--- config.mk ---
export PLATFORM = sky130hd
export DESIGN_NAME = ultrasonic_scanner
export DESIGN_NICKNAME = d
export VERILOG_FILES = /design/src/rtl/ultrasonic_pkg.sv /design/src/rtl/us_cm_counter.sv /design/src/rtl/ultrasonic_scanner.sv
export SDC_FILE = /design/constraint.sdc
export NUM_CORES = 1
export LEC_CHECK = 0
export ABC_AREA = 1
export CORE_ASPECT_RATIO = 1.75
export CORE_MARGIN = 8
export CORE_UTILIZATION = 30
export DETAILED_ROUTE_END_ITERATION = 6
export MAX_ROUTING_LAYER = met4
export SETUP_SLACK_MARGIN = 0.4
export SYNTH_ARGS = -nofsm -noshare
export SYNTH_HDL_FRONTEND = slang
export SYNTH_HIERARCHICAL = 1
export SYNTH_SLANG_ARGS = --single-unit
export TNS_END_PERCENT = 100
--- constraint.sdc ---
create_clock -name clk -period 2.45 [get_ports clk]
set_clock_uncertainty 0.15 [all_clocks]
set_input_delay 0.6125 -clock clk [delete_from_list [all_inputs] [get_ports clk]]
set_output_delay 0.6125 -clock clk [all_outputs]
set_load 0.02 [all_outputs]
--- src/rtl/ultrasonic_pkg.sv ---
`default_nettype none
// +-----------------------------------------------------------------------+
// | ultrasonic_pkg : FSM encoding and timing helpers for the scanner      |
// | Revision 1.0                                                          |
// +-----------------------------------------------------------------------+
package ultrasonic_pkg;

  typedef enum logic [2:0] {
    S_IDLE      = 3'd0,
    S_TRIG      = 3'd1,
    S_WAIT_RISE = 3'd2,
    S_MEASURE   = 3'd3,
    S_DONE      = 3'd4,
    S_HOLDOFF   = 3'd5
  } state_t;

  function automatic int unsigned cyc_per_us(input int unsigned clk_hz);
    return clk_hz / 1_000_000;
  endfunction

  // Round-trip sound travel is ~58 us per cm of target distance.
  function automatic int unsigned cyc_per_cm(input int unsigned clk_hz);
    return 58 * cyc_per_us(clk_hz);
  endfunction

  function automatic int unsigned rise_to(input int unsigned clk_hz);
    return 1000 * cyc_per_us(clk_hz);
  endfunction

  localparam int unsigned DEF_CLK_HZ = 50_000_000;
  localparam int unsigned CYC_PER_CM = cyc_per_cm(DEF_CLK_HZ);
  localparam int unsigned RISE_TO    = rise_to(DEF_CLK_HZ);

endpackage
`default_nettype wire

--- src/rtl/us_cm_counter.sv ---
`default_nettype none
// +-----------------------------------------------------------------------+
// | us_cm_counter : divider-free echo-time to centimetre converter        |
// | Revision 1.0                                                          |
// +-----------------------------------------------------------------------+
module us_cm_counter #(
  parameter int unsigned CYC_PER_CM = 2900,
  parameter int unsigned DIST_W     = 16,
  parameter int unsigned MAX_CM     = 400
) (
  input  logic              clk,
  input  logic              rst,
  input  logic              i_clear,
  input  logic              i_en,
  output logic [DIST_W-1:0] o_cm,
  output logic              o_max
);

  localparam int unsigned         c_pre_w    = (CYC_PER_CM > 1) ? $clog2(CYC_PER_CM) : 1;
  localparam logic [c_pre_w-1:0]  c_pre_last = c_pre_w'(CYC_PER_CM - 1);
  localparam logic [DIST_W-1:0]   c_max      = DIST_W'(MAX_CM);

  logic [c_pre_w-1:0] r_pre;
  logic [DIST_W-1:0]  r_cm;

  // The cm count saturates at the ceiling so a stuck echo cannot wrap it.
  always_ff @(posedge clk) begin
    if (rst || i_clear) begin
      r_pre <= '0;
      r_cm  <= '0;
    end else if (i_en && !o_max) begin
      if (r_pre == c_pre_last) begin
        r_pre <= '0;
        r_cm  <= r_cm + 1'b1;
      end else begin
        r_pre <= r_pre + 1'b1;
      end
    end
  end

  assign o_cm  = r_cm;
  assign o_max = (r_cm == c_max);

endmodule
`default_nettype wire

--- src/rtl/ultrasonic_scanner.sv ---
`default_nettype none
// +-----------------------------------------------------------------------+
// | ultrasonic_scanner : round-robin trigger/echo ranging over N_CH probes |
// | Revision 1.0                                                          |
// +-----------------------------------------------------------------------+
module ultrasonic_scanner
  import ultrasonic_pkg::*;
#(
  parameter int unsigned CLK_HZ     = 50_000_000,
  parameter int unsigned N_CH       = 4,
  parameter int unsigned DIST_W     = 16,
  parameter int unsigned MAX_CM     = 400,
  parameter int unsigned TRIG_US    = 10,
  parameter int unsigned HOLDOFF_MS = 60
) (
  input  logic              clk,
  input  logic              rst,
  input  logic              enable,
  input  logic [N_CH-1:0]   echo,
  output logic [N_CH-1:0]   trigger,
  output logic [DIST_W-1:0] distance_cm,
  output logic [2:0]        channel,
  output logic              out_of_range,
  output logic              distance_ready
);

  localparam int unsigned       c_cyc_us    = cyc_per_us(CLK_HZ);
  localparam int unsigned       c_cyc_cm    = cyc_per_cm(CLK_HZ);
  localparam logic [31:0]       c_trig_last = 32'(TRIG_US * c_cyc_us - 1);
  localparam logic [31:0]       c_rise_last = 32'(rise_to(CLK_HZ) - 1);
  localparam logic [31:0]       c_hold_last = 32'(HOLDOFF_MS * 1000 * c_cyc_us - 1);
  localparam logic [DIST_W-1:0] c_max       = DIST_W'(MAX_CM);
  localparam logic [2:0]        c_last_ch   = 3'(N_CH - 1);

  if (MAX_CM == 0 || 64'(MAX_CM) >= (64'd1 << DIST_W)) begin : g_chk_max_cm
    $error("MAX_CM does not fit in DIST_W bits");
  end
  if (N_CH < 1 || N_CH > 8) begin : g_chk_n_ch
    $error("N_CH must be in 1..8");
  end
  if (c_cyc_us == 0 || TRIG_US == 0 || HOLDOFF_MS == 0) begin : g_chk_timing
    $error("CLK_HZ, TRIG_US and HOLDOFF_MS must give non-zero cycle counts");
  end

  state_t            r_state, w_next;
  logic [N_CH-1:0]   r_sync1, r_sync2, r_prev;
  logic [2:0]        r_ch;
  logic [31:0]       r_tmr;
  logic [N_CH-1:0]   r_trigger;
  logic [DIST_W-1:0] r_dist;
  logic [2:0]        r_chan;
  logic              r_oor, r_ready;

  logic              w_echo, w_echo_prev, w_rise;
  logic [N_CH-1:0]   w_trig_hot;
  logic              w_cnt_en, w_cnt_clr, w_cm_max, w_res_oor;
  logic [DIST_W-1:0] w_cm, w_res_cm;

  always_comb begin
    w_echo      = 1'b0;
    w_echo_prev = 1'b0;
    w_trig_hot  = '0;
    for (int i = 0; i < N_CH; i++) begin
      if (r_ch == 3'(i)) begin
        w_echo        = r_sync2[i];
        w_echo_prev   = r_prev[i];
        w_trig_hot[i] = 1'b1;
      end
    end
  end

  // r_prev carries the last TRIG-cycle level, so an echo already high on entry is no edge.
  assign w_rise    = w_echo & ~w_echo_prev;
  assign w_cnt_clr = (r_state == S_TRIG);

  us_cm_counter #(
    .CYC_PER_CM (c_cyc_cm),
    .DIST_W     (DIST_W),
    .MAX_CM     (MAX_CM)
  ) u_cm_counter (
    .clk     (clk),
    .rst     (rst),
    .i_clear (w_cnt_clr),
    .i_en    (w_cnt_en),
    .o_cm    (w_cm),
    .o_max   (w_cm_max)
  );

  always_comb begin
    w_next    = r_state;
    w_cnt_en  = 1'b0;
    w_res_cm  = w_cm;
    w_res_oor = w_cm_max;
    case (r_state)
      S_IDLE:      if (enable) w_next = S_TRIG;
      S_TRIG:      if (r_tmr == c_trig_last) w_next = S_WAIT_RISE;
      S_WAIT_RISE: begin
        if (w_rise) begin
          w_next   = S_MEASURE;
          w_cnt_en = 1'b1;
        end else if (r_tmr == c_rise_last) begin
          w_next    = S_DONE;
          w_res_cm  = c_max;
          w_res_oor = 1'b1;
        end
      end
      S_MEASURE: begin
        if (!w_echo || w_cm_max) w_next = S_DONE;
        else                     w_cnt_en = 1'b1;
      end
      S_DONE:      w_next = S_HOLDOFF;
      S_HOLDOFF:   if (r_tmr == c_hold_last) w_next = enable ? S_TRIG : S_IDLE;
      default:     w_next = S_IDLE;
    endcase
  end

  always_ff @(posedge clk) begin
    if (rst) begin
      r_state   <= S_IDLE;
      r_sync1   <= '0;
      r_sync2   <= '0;
      r_prev    <= '0;
      r_ch      <= '0;
      r_tmr     <= '0;
      r_trigger <= '0;
      r_dist    <= '0;
      r_chan    <= '0;
      r_oor     <= 1'b0;
      r_ready   <= 1'b0;
    end else begin
      r_sync1   <= echo;
      r_sync2   <= r_sync1;
      r_prev    <= r_sync2;
      r_state   <= w_next;
      r_tmr     <= (w_next != r_state) ? 32'd0 : r_tmr + 32'd1;
      r_trigger <= (w_next == S_TRIG) ? w_trig_hot : '0;
      r_ready   <= (w_next == S_DONE);
      if (w_next == S_DONE) begin
        r_dist <= w_res_cm;
        r_oor  <= w_res_oor;
        r_chan <= r_ch;
      end
      if (r_state == S_DONE) r_ch <= (r_ch == c_last_ch) ? 3'd0 : r_ch + 3'd1;
    end
  end

  assign trigger        = r_trigger;
  assign distance_cm    = r_dist;
  assign channel        = r_chan;
  assign out_of_range   = r_oor;
  assign distance_ready = r_ready;

endmodule
`default_nettype wire

Word-level counts from Yosys, hierarchy flattened --
Cells that the tools add are included.
Storage, ports and cells: flip-flop bits (word level) 103, input port bits 7, output and inout bits 25, word-level logic and storage cells 77
Operators by class: add/subtract/negate cells 4, equality and inequality tests 16, muxes and demuxes 31, bitwise logic cells 3, reduce and logical (&&, ||, !) cells 10
Operator list (count):
- 2-to-1 mux 16 bit | 3
- adder 32 x 1 -> 32 bit (second input constant) | 1
- equality test 32 x 16 -> 1 bit (second input constant) | 1
- equality test 32 x 22 -> 1 bit (second input constant) | 1
- equality test 32 x 9 -> 1 bit (second input constant) | 1
- 2-to-1 mux 3 bit | 7
- 2-to-1 mux 1 bit | 18
- case mux 3 bit (6 select lines) | 1
- adder 16 x 1 -> 16 bit (second input constant) | 1
- equality test 16 x 9 -> 1 bit (second input constant) | 1
- adder 12 x 1 -> 12 bit (second input constant) | 1
- equality test 12 bit (second input constant) | 1
- equality test 3 x 2 -> 1 bit (second input constant) | 4
- 2-to-1 mux 12 bit | 1
- equality test 3 x 1 -> 1 bit (second input constant) | 3
- equality test 3 bit (second input constant) | 3
- logical NOT 3 bit | 2
- OR reduction 2 bit | 2
- adder 3 x 1 -> 3 bit (second input constant) | 1
- inequality test 3 bit | 1
- logical NOT 1 bit | 2
- logical OR 1 bit | 2
- NOT 1 bit | 2
- case mux 1 bit (2 select lines) | 1
- other kinds (3) | 3

Logic depth before layout (Yosys ltp) --
word-level depth 12, mapped depth 18, depth with buffers taken out 17

Modules after synthesis --
The synthesis kept the hierarchy.
Modules (own cells, without submodules):
- ultrasonic_scanner | instances 1, cells each 505, area each 3679.8 µm², sequential area each 1501.4 µm²
- us_cm_counter | instances 1, cells each 280, area each 1775.5 µm², sequential area each 560.5 µm²

Worst setup path after synthesis --
OpenSTA, ideal clock, no wires.
path type reg-to-reg, start register r_ch[0], end register r_tmr[10], arrival time 1.947 ns, required time 2.183 ns, path slack 0.236 ns, stages on the path, launching flop included 18, period minus slack after synthesis 2.214 ns, path through dfxtp_1 > inv_1 > ha_1 > inv_1 > nor2_1 > nand2_1 > nand3_1 > a21oi_1 > nand3_1 > nand2_1 > inv_1 > nand2_1 > nand2_1 > nand2_1 > nor2_2 > nand2_2 > buf_6 > nor2_2
Between the ends: cells in the longest elaborated chain, start to end 11
Ends and longest elaborated chain:
- start: declaration | RTL line ultrasonic_scanner.sv:47 | logic [2:0] r_ch;
- start signal: assignment | RTL line ultrasonic_scanner.sv:143 | if (r_state == S_DONE) r_ch <= (r_ch == c_last_ch) ? 3'd0 : r_ch + 3'd1;
- logical NOT 3 bit | RTL line ultrasonic_scanner.sv:64 | if (r_ch == 3'(i)) begin
- 2-to-1 mux 1 bit (4 in a row) | RTL line ultrasonic_scanner.sv:64
- NOT 1 bit / logical NOT 1 bit (equally long branches) | RTL line ultrasonic_scanner.sv:73, ultrasonic_scanner.sv:108
- AND 1 bit / logical OR 1 bit (equally long branches) | RTL line ultrasonic_scanner.sv:73, ultrasonic_scanner.sv:108
- 2-to-1 mux 3 bit (on tied branches) | RTL line ultrasonic_scanner.sv:98, ultrasonic_scanner.sv:108
- case mux 3 bit (6 select lines) (*) | RTL line ultrasonic_scanner.sv:94 | case (r_state)
- inequality test 3 bit (*) | RTL line ultrasonic_scanner.sv:135 | r_tmr <= (w_next != r_state) ? 32'd0 : r_tmr + 32'd1;
- OR reduction 2 bit (no line) (*)
- end signal: assignment | RTL line ultrasonic_scanner.sv:135
- end: declaration | RTL line ultrasonic_scanner.sv:48 | logic [31:0] r_tmr;
Every way passes the cells marked *; elsewhere a longest branch is shown, timed or not. A chain may end at the register's enable or synchronous reset.

Worst setup path after layout --
start register r_tmr[0], end register r_tmr[13]
Between the ends: cells in the longest elaborated chain, start to end 6
Ends and longest elaborated chain:
- equality test 32 x 16 -> 1 bit | RTL line ultrasonic_scanner.sv:101 | end else if (r_tmr == c_rise_last) begin
- 2-to-1 mux 3 bit | RTL line ultrasonic_scanner.sv:101
- 2-to-1 mux 3 bit | RTL line ultrasonic_scanner.sv:98 | if (w_rise) begin
- case mux 3 bit (6 select lines) | RTL line ultrasonic_scanner.sv:94
- inequality test 3 bit | RTL line ultrasonic_scanner.sv:135
- OR reduction 2 bit (no line)
Parallel ways exist; a longest one is shown, timed or not.

==> summary.txt <==
Pwr
  • Leakage: 0.002779 uW
  • Worst VDD drop: 508.5 uV
  • Pwr/cell area: 454.3 nW/um2

Logic synthesis
  • Area contributors post-synth: dfxtp_1 (38%), nand2_1 (12%), nor2_1 (7.0%)
  • Synthesized area per cell: 6.949 um2
  • Yosys reg bits: 103
  • Post-synthesis adder-cell area fraction: 1.835%
  • Synth cell types: 33
  • Mapped Nets: 800
  • Multiplexer area fraction after synthesis: 0%
  • Sequential area share after synthesis: 37.80%
  • Share of the synthesized area in the top cell type: 37.80%
  • Post-Synth XOR/XNOR Area: 6.583%
  • Main combinational cell family by area after synthesis: simple AND/OR/NAND/NOR gates
  • Yosys warnings: 6
  • Post-synthesis cell count: 785
  • Post-synthesis simple-gate area fraction: 37.87%
  • Mapped cell area: 5455 um2
  • Synth Area in Compound Gates: 6.239%
  • Largest area contributor in the netlist: dfxtp_1

Global route
  • GRT Util Overall: 13.66%
  • Initial antenna violation count: 0
  • Total global routing overflow: 0
  • Vias in the first global route: 5149
  • First-pass GRT wire length: 24.93 mm
  • Largest net degree at the start of global routing: 20

Timing
  • Setup WS post-layout: 0.2203 ns
  • Worst-Margin Slew: 0.5116 ns
  • RSZ-0062 raised after global routing: yes
  • Final number of hold-violating endpoints: 0
  • Period utilization: 91.01%
  • FMAX: 448.5 MHz
  • WHS: 0.2563 ns
  • Setup TNS Final: 0 ns
  • Final Setup Violations: 0
  • Slew Limit Headroom: 65.63%
  • Final min period: 2.230 ns
  • Slew Limit Fails: 0

Die
  • Vert. Die Dim: 194.4 um
  • FP Rows: 65
  • Overall die width: 117.9 um
  • Die Area: 22920 um2
  • Core area: 17890 um2
  • Ports: 32
  • Initial Util: 30.49%

Clocking
  • Hold buffers post-CTS: 0
  • Clk_lat worst skew: 0.36 ns
  • Clock transition at the registers of the reported paths: 0.08 ns
  • Root buf cell: clkbuf_16
  • Num CTS Buffers: 9
  • Max clock buf depth: 2
  • CTS tree: yes
  • H-Tree Depth: 3
  • Sink Count: 103

Critical path
  • Setup crit end kind: register
  • Critical Path Start Type: register
  • Internal reg-to-reg setup slack: 0.22 ns
  • Reg2reg end: r_tmr[13]$_SDFF_PP0_
  • WS Path Type: reg -> reg
  • Critical Path AT: 2.39 ns
  • WP data required: 2.61 ns
  • Reg2reg start: r_tmr[0]$_SDFF_PP0_
  • Reg2reg path depth: 17
  • Worst-path fanout max: 8

Hold path
  • Hold Startpoint: r_sync1[1]$_SDFF_PP0_
  • Hold endpoint: r_sync2[1]$_SDFF_PP0_
  • Min-delay worst type: reg -> reg
  • Hold path cells: 2

Placement
  • Placed insts: 1061
  • Final GP Congestion: 0.9077
  • Port bufs: 31
  • HPWL Detailed: 10.22 mm
  • Dpl ws: 0.1034 ns

Route
  • WL final: 15.07 mm
  • DR vias/cell: 4.623
  • DR WL/cell: 13.54 um
  • DRC: 0
  • Vias: 5145
  • DRT Pass-1 Iters: 4
  • Antenna Nets Post-Route: 0
  • DRT iter0 DRCs: 207

Final layout
  • Layout area overhead: 35.28%
  • Final nets: 889
  • Layout cell share with drive strength beyond 1: 29.35%
  • Core Util, Final: 41.24%
  • Final Non-Filler Cells: 1113
  • Diode count: 0

Outcome
  • Status: finished clean

Run
  • MaxCap Viol Count: 0
-- synthesized netlist by cell type (all sizes together) --
cell type  number
a211oi          2
a31oi           2
inv           108
or2             1
nand3b          4
dfxtp         103
clkinv          2
xnor2          12
o21bai          1
clkbuf          4
nor2          140
nor3           35
nand3          59
buf            13
nor4            3
o21ai          18
a21oi          43
ha              8
nand2         182
nand4          16
xor2           29
-- cells by family (layout without fill, tap and decap cells) --
kind of cell,after synthesis,in the layout
adders and majority gates,8,8
buffers and inverters,127,220
xor gates and xnor gates,41,41
and+or+nand+nor,440,441
DFF,103,103
AOI/OAI and AO/OA,66,66
-- per-stage QoR --
| step | instance area (um2) | power, uW |
|---|---|---|
| after detailed placement | 6191 | 1862 |
| after global routing | 7380 | 3451 |
| after floorplan | 5480 | 1820 |
| after global placement | 6191 | 1861 |
| final | 7380 | 3352 |
| after CTS | 7041 | 3356 |
-- cell type report --
cell class              instances  area (um2)
well taps                     234       292.8
clock buffers                   9       225.2
fillers                      1869       10510
repair buffers                 94       883.3
clock inverters                 7       61.31
flip-flops and latches        103        2108
inverters                     110       437.9
multi-input cells             556        3371
-- where the power goes --
part	leakage [uW]	switching, uW	internal (uW)	total (uW)
Sequential	0.000846	8.74	1680	1690
Combinational	0.00180	134	105	239
Clock	0.000135	714	710	1420
Total	0.00278	856	2500	3350
-- per-layer routing --
layer,vias to the layer above,global-route usage (%),wire (um),share of wire (%)
li1,2662,-,-,-
met1,2383,13.41,5930,39
met2,65,25.44,8264,55
met3,35,1.799,318,2.1
met4,0,7.395,559,3.7
met5,-,-,0,0
-- placed cells by master, fill, tap and decap left out, drive strengths merged --
master,netlist,routed
inv,108,112
buf,13,62
a211oi,2,2
a31oi,2,2
nand4,16,16
ha,8,8
clkinv,2,3
nand3b,4,4
dfxtp,103,103
o21bai,1,1
nor3,35,35
nand3,59,60
dlygate4sd2,0,25
clkdlybuf4s50,0,6
clkbuf,4,9
nor2,140,140
bufbuf,0,1
or2,1,1
xor2,29,29
o21ai,18,18
xnor2,12,12
clkinvlp,0,2
nor4,3,3
nand2,182,182
a21oi,43,43
-- worst max-delay path, stage by stage (launching register included) --
cell     delay (ns)
dfxtp_4        0.38
ha_4           0.16
nand2_1        0.06
nor2_1         0.09
nand2_1        0.08
nor2_2         0.15
nand2_1        0.07
nand2_1        0.05
nand2_1        0.07
nor2_4         0.13
nand2_2        0.07
nand2_2        0.05
nand2_2        0.07
nor2_4         0.10
nand2_4        0.09
buf_12         0.15
buf_16         0.14
nor2_4         0.09
-- worst max path at each step --
stage	slack, ns	start	endpoint	cells past startpoint
detailed placement	0.10	r_ch[1]$_SDFFE_PP0N_	u_cm_counter/o_cm[12]$_SDFFE_PP0P_	13
finish	0.22	r_tmr[0]$_SDFF_PP0_	r_tmr[13]$_SDFF_PP0_	17
global route	0.08	r_tmr[0]$_SDFF_PP0_	r_tmr[18]$_SDFF_PP0_	17
global placement	0.11	r_ch[1]$_SDFFE_PP0N_	u_cm_counter/o_cm[12]$_SDFFE_PP0P_	12
floorplan	0.42	r_ch[1]$_SDFFE_PP0N_	r_tmr[5]$_SDFF_PP0_	16
CTS	0.25	r_tmr[1]$_SDFF_PP0_	r_tmr[5]$_SDFF_PP0_	15
-- registers in the layout, indices dropped and copies added (netlist names) --
register	cells
out_of_range	1
trigger	4
r_sync2	4
channel	3
r_ch	3
u_cm_counter/o_cm	16
r_tmr	32
distance_ready	1
r_sync1	4
u_cm_counter/r_pre	12
distance_cm	16
r_state	3
r_prev	4
-- repair_timing --
item,CTS,global route
gates resized for setup,108,89
pin swaps,31,30
gates cloned,4,0
setup buffers,26,6
hold endpoints to repair,0,0
setup endpoints to repair,107,83
Power figures use the tool's default switching activity.
